[config.mk]
export PLATFORM = sky130hd
export DESIGN_NAME = tnn_neuron_serial
export DESIGN_NICKNAME = d
export VERILOG_FILES = /design/src/rtl/tnn_neuron_serial.sv
export SDC_FILE = /design/constraint.sdc
export NUM_CORES = 1
export LEC_CHECK = 0
export BUFFER_PORTS_ARGS = -buffer_cell sky130_fd_sc_hd__buf_4
export CORE_ASPECT_RATIO = 1.25
export CORE_MARGIN = 2
export CORE_UTILIZATION = 51
export CTS_CLUSTER_SIZE = 14
export DETAILED_ROUTE_END_ITERATION = 10
export PLACE_DENSITY = 0.87
export SLEW_MARGIN = 20
export SYNTH_ARGS = -nofsm -noshare
export SYNTH_HDL_FRONTEND = slang
export SYNTH_SLANG_ARGS = --single-unit
[constraint.sdc]
create_clock -name clk -period 5.5 [get_ports clk]
set_clock_uncertainty 0.05 [all_clocks]
set_input_delay 1.375 -clock clk [delete_from_list [all_inputs] [get_ports clk]]
set_output_delay 1.375 -clock clk [all_outputs]
set_load 0.005 [all_outputs]
[src/rtl/tnn_neuron_serial.sv]
// tnn_neuron_serial
// Serial ternary-weight neuron. Takes N_IN unsigned features, one per accepted
// input beat, applies a per-feature ternary weight (+1 / -1 / 0), optionally
// drops TRUNC feature LSBs, accumulates a saturating signed sum and compares it
// with a threshold captured on the first accepted feature. The 1-bit class
// decision and the final score are then offered on a valid/ready output.
//
// Ports:
//   clk        in   rising-edge clock
//   rst_n      in   synchronous active-low reset
//   w_pos      in   [N_IN]  bit i set: feature i weight +1
//   w_neg      in   [N_IN]  bit i set: feature i weight -1 (both set: weight 0)
//   threshold  in   [ACC_W] signed threshold, captured on first feature
//   clear      in   abort of an evaluation in progress (ignored in DONE)
//   in_valid   in   feature valid
//   in_ready   out  feature can be accepted (decoded from state)
//   in_data    in   [IN_W]  unsigned feature
//   out_valid  out  decision available
//   out_ready  in   consumer takes decision
//   out_bit    out  1 when final acc >= threshold (signed)
//   out_acc    out  [ACC_W] final signed accumulator
//   busy       out  evaluation in progress
module tnn_neuron_serial #(
  parameter int N_IN  = 5,
  parameter int IN_W  = 3,
  parameter int ACC_W = 8,
  parameter int TRUNC = 0,
  parameter int CNT_W = 3
) (
  input  logic                    clk,
  input  logic                    rst_n,
  input  logic [N_IN-1:0]         w_pos,
  input  logic [N_IN-1:0]         w_neg,
  input  logic signed [ACC_W-1:0] threshold,
  input  logic                    clear,
  input  logic                    in_valid,
  output logic                    in_ready,
  input  logic [IN_W-1:0]         in_data,
  output logic                    out_valid,
  input  logic                    out_ready,
  output logic                    out_bit,
  output logic signed [ACC_W-1:0] out_acc,
  output logic                    busy
);

  // Elaboration-time parameter sanity.
  if (N_IN < 2) begin : g_bad_n_in
    $error("tnn_neuron_serial: N_IN must be at least 2");
  end
  if (TRUNC < 0 || TRUNC >= IN_W) begin : g_bad_trunc
    $error("tnn_neuron_serial: TRUNC must lie in 0..IN_W-1");
  end
  if ($clog2(N_IN) > CNT_W) begin : g_bad_cnt_w
    $error("tnn_neuron_serial: CNT_W too narrow for N_IN");
  end

  // Internal sum width: wide enough that acc + term can never overflow
  // before saturation is applied.
  localparam int EXT_W = ((ACC_W > IN_W) ? ACC_W : IN_W) + 2;
  localparam logic signed [EXT_W-1:0] ACC_MAX =
    {{(EXT_W-ACC_W+1){1'b0}}, {(ACC_W-1){1'b1}}};
  localparam logic signed [EXT_W-1:0] ACC_MIN =
    {{(EXT_W-ACC_W+1){1'b1}}, {(ACC_W-1){1'b0}}};
  localparam logic [CNT_W-1:0] LAST_IDX = CNT_W'(N_IN - 1);

  typedef enum logic [1:0] {
    S_IDLE = 2'd0,
    S_ACC  = 2'd1,
    S_DONE = 2'd2
  } state_t;

  // Clamp a wide signed sum into the ACC_W signed range.
  function automatic logic signed [ACC_W-1:0] sat_acc(input logic signed [EXT_W-1:0] v);
    if (v > ACC_MAX) begin
      return ACC_MAX[ACC_W-1:0];
    end else if (v < ACC_MIN) begin
      return ACC_MIN[ACC_W-1:0];
    end else begin
      return v[ACC_W-1:0];
    end
  endfunction

  state_t                  state_q, state_d;
  logic [CNT_W-1:0]        idx_q, idx_d;
  logic signed [ACC_W-1:0] acc_q, acc_d;
  logic signed [ACC_W-1:0] thr_q, thr_d;
  logic                    out_valid_q, out_valid_d;
  logic                    out_bit_q, out_bit_d;
  logic signed [ACC_W-1:0] out_acc_q, out_acc_d;

  logic                    in_ready_s;
  logic                    in_xfer_s;
  logic                    wp_s;
  logic                    wn_s;
  logic [IN_W-1:0]         f_s;
  logic signed [EXT_W-1:0] f_ext_s;
  logic signed [EXT_W-1:0] term_s;
  logic signed [EXT_W-1:0] acc_ext_s;
  logic signed [ACC_W-1:0] acc_first_s;
  logic signed [ACC_W-1:0] acc_new_s;

  assign in_ready_s = (state_q != S_DONE);
  assign in_xfer_s  = in_valid && in_ready_s;

  // Ternary term for the feature at the current index, plus both candidate
  // accumulator updates (first feature starts from zero).
  always_comb begin
    wp_s      = |(w_pos & (N_IN'(1'b1) << idx_q));
    wn_s      = |(w_neg & (N_IN'(1'b1) << idx_q));
    f_s       = in_data >> TRUNC;
    f_ext_s   = {{(EXT_W-IN_W){1'b0}}, f_s};
    term_s    = {EXT_W{1'b0}};
    if (wp_s && !wn_s) begin
      term_s = f_ext_s;
    end else if (wn_s && !wp_s) begin
      term_s = -f_ext_s;
    end else begin
      term_s = {EXT_W{1'b0}};
    end
    acc_ext_s   = {{(EXT_W-ACC_W){acc_q[ACC_W-1]}}, acc_q};
    acc_first_s = sat_acc(term_s);
    acc_new_s   = sat_acc(acc_ext_s + term_s);
  end

  // Next-state and next-output decode.
  always_comb begin
    state_d     = state_q;
    idx_d       = idx_q;
    acc_d       = acc_q;
    thr_d       = thr_q;
    out_valid_d = out_valid_q;
    out_bit_d   = out_bit_q;
    out_acc_d   = out_acc_q;
    case (state_q)
      S_IDLE: begin
        if (clear) begin
          idx_d = {CNT_W{1'b0}};
          acc_d = {ACC_W{1'b0}};
        end else if (in_xfer_s) begin
          acc_d   = acc_first_s;
          thr_d   = threshold;
          idx_d   = CNT_W'(1'b1);
          state_d = S_ACC;
        end else begin
          state_d = S_IDLE;
        end
      end
      S_ACC: begin
        if (clear) begin
          // Abort: any feature offered this cycle is dropped.
          state_d = S_IDLE;
          idx_d   = {CNT_W{1'b0}};
          acc_d   = {ACC_W{1'b0}};
        end else if (in_xfer_s) begin
          acc_d = acc_new_s;
          if (idx_q == LAST_IDX) begin
            out_acc_d   = acc_new_s;
            out_bit_d   = (acc_new_s >= thr_q);
            out_valid_d = 1'b1;
            idx_d       = {CNT_W{1'b0}};
            state_d     = S_DONE;
          end else begin
            idx_d = idx_q + CNT_W'(1'b1);
          end
        end else begin
          state_d = S_ACC;
        end
      end
      S_DONE: begin
        // clear is deliberately ignored here so a decision is never lost.
        if (out_ready) begin
          out_valid_d = 1'b0;
          acc_d       = {ACC_W{1'b0}};
          state_d     = S_IDLE;
        end else begin
          state_d = S_DONE;
        end
      end
      default: begin
        state_d     = S_IDLE;
        idx_d       = {CNT_W{1'b0}};
        acc_d       = {ACC_W{1'b0}};
        out_valid_d = 1'b0;
      end
    endcase
  end

  // State and output registers with synchronous active-low reset.
  always_ff @(posedge clk) begin
    if (!rst_n) begin
      state_q     <= S_IDLE;
      idx_q       <= {CNT_W{1'b0}};
      acc_q       <= {ACC_W{1'b0}};
      thr_q       <= {ACC_W{1'b0}};
      out_valid_q <= 1'b0;
      out_bit_q   <= 1'b0;
      out_acc_q   <= {ACC_W{1'b0}};
    end else begin
      state_q     <= state_d;
      idx_q       <= idx_d;
      acc_q       <= acc_d;
      thr_q       <= thr_d;
      out_valid_q <= out_valid_d;
      out_bit_q   <= out_bit_d;
      out_acc_q   <= out_acc_d;
    end
  end

  assign in_ready  = in_ready_s;
  assign out_valid = out_valid_q;
  assign out_bit   = out_bit_q;
  assign out_acc   = out_acc_q;
  assign busy      = (state_q == S_ACC);

endmodule

==> out/qor.csv, run 1 <==
metric,value,unit
final_util,66.8,%
htree_levels,2,
grtUsageTotal,23.8,%
gr-total-overflow,0,
grt_max_degree,22,
max_freq,190,MHz
die_y,78.1,microns
power_density,224,nW/um^2
dp_cells,395,
ir_drop,167,uV
syn-mean-instance-area,7.40,sq um
post-route-period-util,95.6,%
cp-end-kind,flop,
yosys.area.top_type,dfxtp_1,
synthFlopType,dfxtp_1,
power,0.622,mW
ys_warn_count,0,
synthTopCellsByArea,"dfxtp_1, ha_1, nand2_1",
switching_share,33.2,%
yosys.cell_types.count,46,
worstPathMaxFanout,6,
vias_per_cell,5.75,
synth_edf_count,0,
fin_cells,406,
cts_inserted_buffers,5,
wire_per_inst,14.4,microns
num-fill-cells,346,
synth-seq-cells,31,
slew-limit-headroom,42.2,%
nets,402,
mostFrequentLayoutCell,buf_4,
worstMarginPinSlew,0.860,ns
drive_above_1_share,20.6,%
cts_tree,done,
p_int,0.416,mW
rows,26,
p_sw,0.206,mW
final_antenna_net_count,0,
core,4160,sq um
crit_arrival,5.34,ns
n_antenna_cell,0,
maxCapViolations,0,
synth_top_area_share,27.7,%
grt_pass1_wl,9620,microns
antenna_found_initial,0,
drc_errors,0,
period_needed,5.26,ns
slew_violations,0,
pwr-share-comb,36.0,%
drt_wl_total,5850,microns
clkSlewWorstSetupHoldPaths,0.06,ns
required,5.59,ns
synthToLayoutAreaGrowth,24.1,%
hold_ws,0.407,ns
dieArea,4950,sq um
first_iter_violations,157,
pwr-share-seq,38.2,%
dp.final_hpwl,4320,microns
cp-start-kind,input pin,
root_buffer,clkbuf_8,
initial_core_util,53.8,%
mostFrequentLayoutCells,"buf_4, nand2_1, dfxtp_1",
yosysSeqAreaShare,27.7,%
hold_path_class,reg2reg,
drt_first_pass_iters,7,
setup_viol,0,
async_reset_ff_share,0,%
place.gp.congestion,0.921,
hold_viol_final,0,
ioPinCount,38,
syn_inst,303,
clk_latency,0.28,ns
synth_fp_nets,354,
grt_pass1_vias,2216,
cts-hold-fix-buffers,0,
critPathKind,in2reg,
run_status,completed,
num_vias,2336,
syn_area,2240,sq um
setup_ws,0.242,ns
cts.sinks,31,
cts_buffer_depth,2,
pre_cts_slack,-0.106,ns
leakagePower,1.27,nW
die_width,63.3,microns
io_buffers,37,
clkPwrFrac,25.8,%
-- layout make-up --
cell class                      count  area [sq um]  area share [%]
Multi-Input combinational cell    234          1520            54.7
Sequential cell                    31           621            22.3
Timing Repair Buffer               53           398            14.3
Inverter                           26           100            3.60
Clock buffer                        6          72.6            2.61
Tap cell                           56          70.1            2.52
-- timing repair --
item,4_1_cts,5_1_grt
buffers inserted,0,5
setup endpoints to repair,0,1
resized for setup,0,14
-- power groups by stage --
| stage | sequential [mW] | combinational (mW) | clock [mW] |
|---|---|---|---|
| CTS | 0.237 | 0.208 | 0.162 |
| global route | 0.238 | 0.249 | 0.171 |
| floorplan | 0.240 | 0.141 | 0 |
| global placement | 0.242 | 0.199 | 0 |
| finish | 0.238 | 0.224 | 0.161 |
| detailed placement | 0.242 | 0.206 | 0 |
-- Yosys cell counts (all sizes together), types with 2 or more instances --
cell / n
nand2: 44
dfxtp: 31
a21oi: 30
inv: 25
ha: 24
nor2: 24
nand3: 17
o21ai: 17
clkbuf: 10
o22ai: 8
nand2b: 6
a211oi: 5
a21o: 5
a31oi: 5
nor3: 5
a21boi: 3
a221oi: 3
a22oi: 3
nand4: 3
nor2b: 3
a222oi: 2
a22o: 2
and2: 2
buf: 2
mux2i: 2
o211ai: 2
or3: 2
xnor2: 2
xor2: 2
-- cell families (layout without fill, tap and decap cells) --
family / Yosys count / in the layout / share of synthesized area [%]
buf+inv: 38 / 85 / 6.53
simple gates: 111 / 111 / 22.3
mux: 3 / 3 / 1.40
flops: 31 / 31 / 27.7
xor+xnor: 4 / 4 / 1.56
fa+ha+maj: 26 / 26 / 14.7
compound gates: 90 / 90 / 25.8
-- through the flow --
step           TNS [ns]  cell area (sq um)
2_1_floorplan         0               2240
3_3_place_gp          0               2630
3_5_place_dp     -0.106               2630
4_1_cts               0               2700
5_1_grt         -0.0133               2780
6_report              0               2780
-- state kept, by name, summed over array words and instances, names as in the netlist --
register / cells
acc_q: 8
idx_q: 3
out_acc: 8
out_bit: 1
out_valid: 1
state_q: 2
thr_q: 8
-- final timing paths --
| path | from | to | slack (ns) | cells past startpoint |
|---|---|---|---|---|
| max | w_pos[1] | out_bit$_SDFFE_PN0P_ | 0.24 | 22 |
| min | thr_q[3]$_SDFFE_PN0P_ | thr_q[3]$_SDFFE_PN0P_ | 0.41 | 2 |
| max reg2reg | idx_q[1]$_SDFFE_PN0P_ | out_bit$_SDFFE_PN0P_ | 0.76 | 23 |
| min reg2reg | thr_q[3]$_SDFFE_PN0P_ | thr_q[3]$_SDFFE_PN0P_ | 0.41 | 2 |
-- critical path: stages --
cell and delay (ns):
buf_4 0.11, a222oi_1 0.37, a21oi_2 0.13, a211oi_4 0.32, buf_4 0.18, nand2_2 0.08, inv_2 0.08, ha_1 0.25
a2111o_1 0.45, a21o_1 0.16, a221o_1 0.41, inv_4 0.11, a21oi_2 0.06, o21ai_1 0.15, ha_1 0.24, nand2b_1 0.14
a21oi_1 0.14, nor2b_1 0.06, o21ai_1 0.14, a21oi_1 0.09, a31oi_1 0.18, o22ai_1 0.11
-- metal layers --
layer	track usage, %	routed length [microns]
met3	4.73	324
met5	0	0
met1	27.8	2440
met4	8.91	120
met2	42.9	2960
Power figures use the tool's default switching activity.
==> run 2, diff against run 1 <==
--- a/config.mk
+++ b/config.mk
@@ -11,6 +11,7 @@
 export CORE_UTILIZATION = 51
 export CTS_CLUSTER_SIZE = 14
 export DETAILED_ROUTE_END_ITERATION = 10
+export GPL_TIMING_DRIVEN = 0
 export PLACE_DENSITY = 0.87
 export SLEW_MARGIN = 20
 export SYNTH_ARGS = -nofsm -noshare
==> run 2 against run 1 <==
  * Non-clock buffer count up 1
  * First-iteration DRC count fell by 7.6%
  * Final cell count is 0.49% higher
  * Register-to-register slack better by 0.03 ns
  * Via count increased by 1.0%
  * Clock power increased by 13%
  * Critical path depth stayed put
  * Sequential share of layout area fell by 0.14 points
  * Design area increased by 0.63%
==> out/qor.csv, run 2 (synthesis results as in run 1) <==
metric,value,unit,change
run_status,completed,,unchanged
grt_pass1_vias,2351,,was 2216
final_antenna_net_count,0,,unchanged
cts.sinks,31,,unchanged
htree_levels,2,,unchanged
maxCapViolations,0,,unchanged
slew-limit-headroom,40.4,%,was 42.2%
gr-total-overflow,0,,unchanged
setup_viol,0,,unchanged
period_needed,5.22,ns,was 5.26 ns
cts_buffer_depth,2,,unchanged
dieArea,4950,sq um,unchanged
vias_per_cell,5.78,,was 5.75
placed_cell_area,2580,sq um,was 2630 sq um
clk_latency,0.29,ns,was 0.28 ns
nets,403,,was 402
antenna_found_initial,0,,unchanged
required,5.60,ns,was 5.59 ns
grt_max_degree,11,,was 22
root_buffer,clkbuf_8,,unchanged
hold_path_class,reg2reg,,unchanged
cts_tree,done,,unchanged
num_vias,2360,,was 2336
wire_per_inst,14.1,microns,was 14.4 microns
cp-start-kind,input pin,,unchanged
cts-hold-fix-buffers,0,,unchanged
max_freq,192,MHz,was 190 MHz
mostFrequentLayoutCell,nand2_1,,was buf_4
drc_errors,0,,unchanged
worstPathMaxFanout,6,,unchanged
hold_ws,0.407,ns,about the same
drive_above_1_share,19.6,%,was 20.6%
grt_pass1_wl,9760,microns,was 9620 microns
core,4160,sq um,unchanged
ioPinCount,38,,unchanged
worstMarginPinSlew,0.887,ns,was 0.860 ns
drt_wl_total,5770,microns,was 5850 microns
place.gp.congestion,0.947,,was 0.921
n_antenna_cell,0,,unchanged
dp.final_hpwl,4430,microns,was 4320 microns
first_iter_violations,145,,was 157
power_density,227,nW/um^2,was 224 nW/um^2
cts_inserted_buffers,5,,unchanged
synthToLayoutAreaGrowth,24.9,%,was 24.1%
die_y,78.1,microns,unchanged
drt_first_pass_iters,5,,was 7
clkSlewWorstSetupHoldPaths,0.05,ns,was 0.06 ns
post-route-period-util,94.9,%,was 95.6%
grtUsageTotal,24.5,%,was 23.8%
initial_core_util,53.8,%,unchanged
critPathKind,in2reg,,unchanged
hold_viol_final,0,,unchanged
mostFrequentLayoutCells,"nand2_1, buf_4, dfxtp_1",,"was buf_4, nand2_1, dfxtp_1"
rows,26,,unchanged
cp-end-kind,flop,,unchanged
crit_arrival,5.32,ns,was 5.34 ns
ir_drop,235,uV,was 167 uV
leakagePower,1.27,nW,about the same
slew_violations,0,,unchanged
io_buffers,36,,was 37
fin_area,2800,sq um,was 2780 sq um
die_width,63.3,microns,unchanged
-- run 2: cell count changes in the layout (fill, tap and decap cells not counted), sizes merged --
| cell | change |
|---|---|
| clkinv | +1 |
| buf | -9 |
| clkbuf | +10 |
-- run 2: power by group --
group / leakage, nW / total, mW / internal [mW] / switching [mW]
clock: 0.0470 / 0.182 / 0.0979 / 0.0844
sequential: 0.252 / 0.236 / 0.232 / 0.00395
combinational: 0.967 / 0.217 / 0.0921 / 0.125
total: 1.27 / 0.636 / 0.422 / 0.214
-- run 2: layout make-up --
class,instances,area [sq um]
timing repair buffer,42,315
fill,375,1360
sequential,31,621
multi-input combinational,234,1550
clock buffer,6,82.6
buffer,12,53.8
tap,56,70.1
inverter,26,100
clock inverter,1,5.00
-- run 2: worst paths after layout --
check / startpoint / end / slack [ns] / cells after the start
max: w_pos[1] / out_bit$_SDFFE_PN0P_ / 0.28 / 22
min reg2reg: thr_q[3]$_SDFFE_PN0P_ / thr_q[3]$_SDFFE_PN0P_ / 0.41 / 2
min: thr_q[3]$_SDFFE_PN0P_ / thr_q[3]$_SDFFE_PN0P_ / 0.41 / 2
max reg2reg: idx_q[0]$_SDFFE_PN0P_ / out_bit$_SDFFE_PN0P_ / 0.79 / 23
-- run 2: through the flow --
step	TNS, ns	util [%]	instances	total power, mW	worst slack (ns)
after floorplan	0	-	303	0.381	0.268
after global placement	-0.416	62.0	395	0.426	-0.416
after detailed placement	-0.441	62.0	395	0.433	-0.441
after CTS	0	64.8	403	0.619	0.0317
after global routing	-0.0263	67.2	408	0.674	-0.0263
final	0	67.2	408	0.636	0.280
-- run 2: what timing repair did --
item	in CTS	in global routing
buffers inserted	1	5
gates resized for setup	5	18
endpoints found under the setup margin	1	1
pin swaps	1	10
cloned	0	0
-- run 2: metal layers --
layer	GRT usage (%)	wire length, microns	up-vias
met5	0	0	-
met4	12.0	150	0
met3	4.30	386	17
met2	45.9	2990	91
met1	26.4	2250	1077
li1	-	-	1175
-- run 2: critical path, stage by stage --
cell and delay, ns:
buf_4 0.11, a222oi_1 0.39, a21oi_2 0.14, a211oi_4 0.30, nand2_2 0.15, inv_1 0.13
ha_1 0.29, a2111o_1 0.42, a21o_1 0.16, a221o_1 0.38, inv_4 0.12, o21ai_2 0.08
buf_6 0.14, o21ai_1 0.11, ha_1 0.26, nand2b_1 0.14, a21oi_1 0.13, nor2b_1 0.06
o21ai_1 0.12, a21oi_1 0.08, a31oi_1 0.13, o22ai_1 0.10
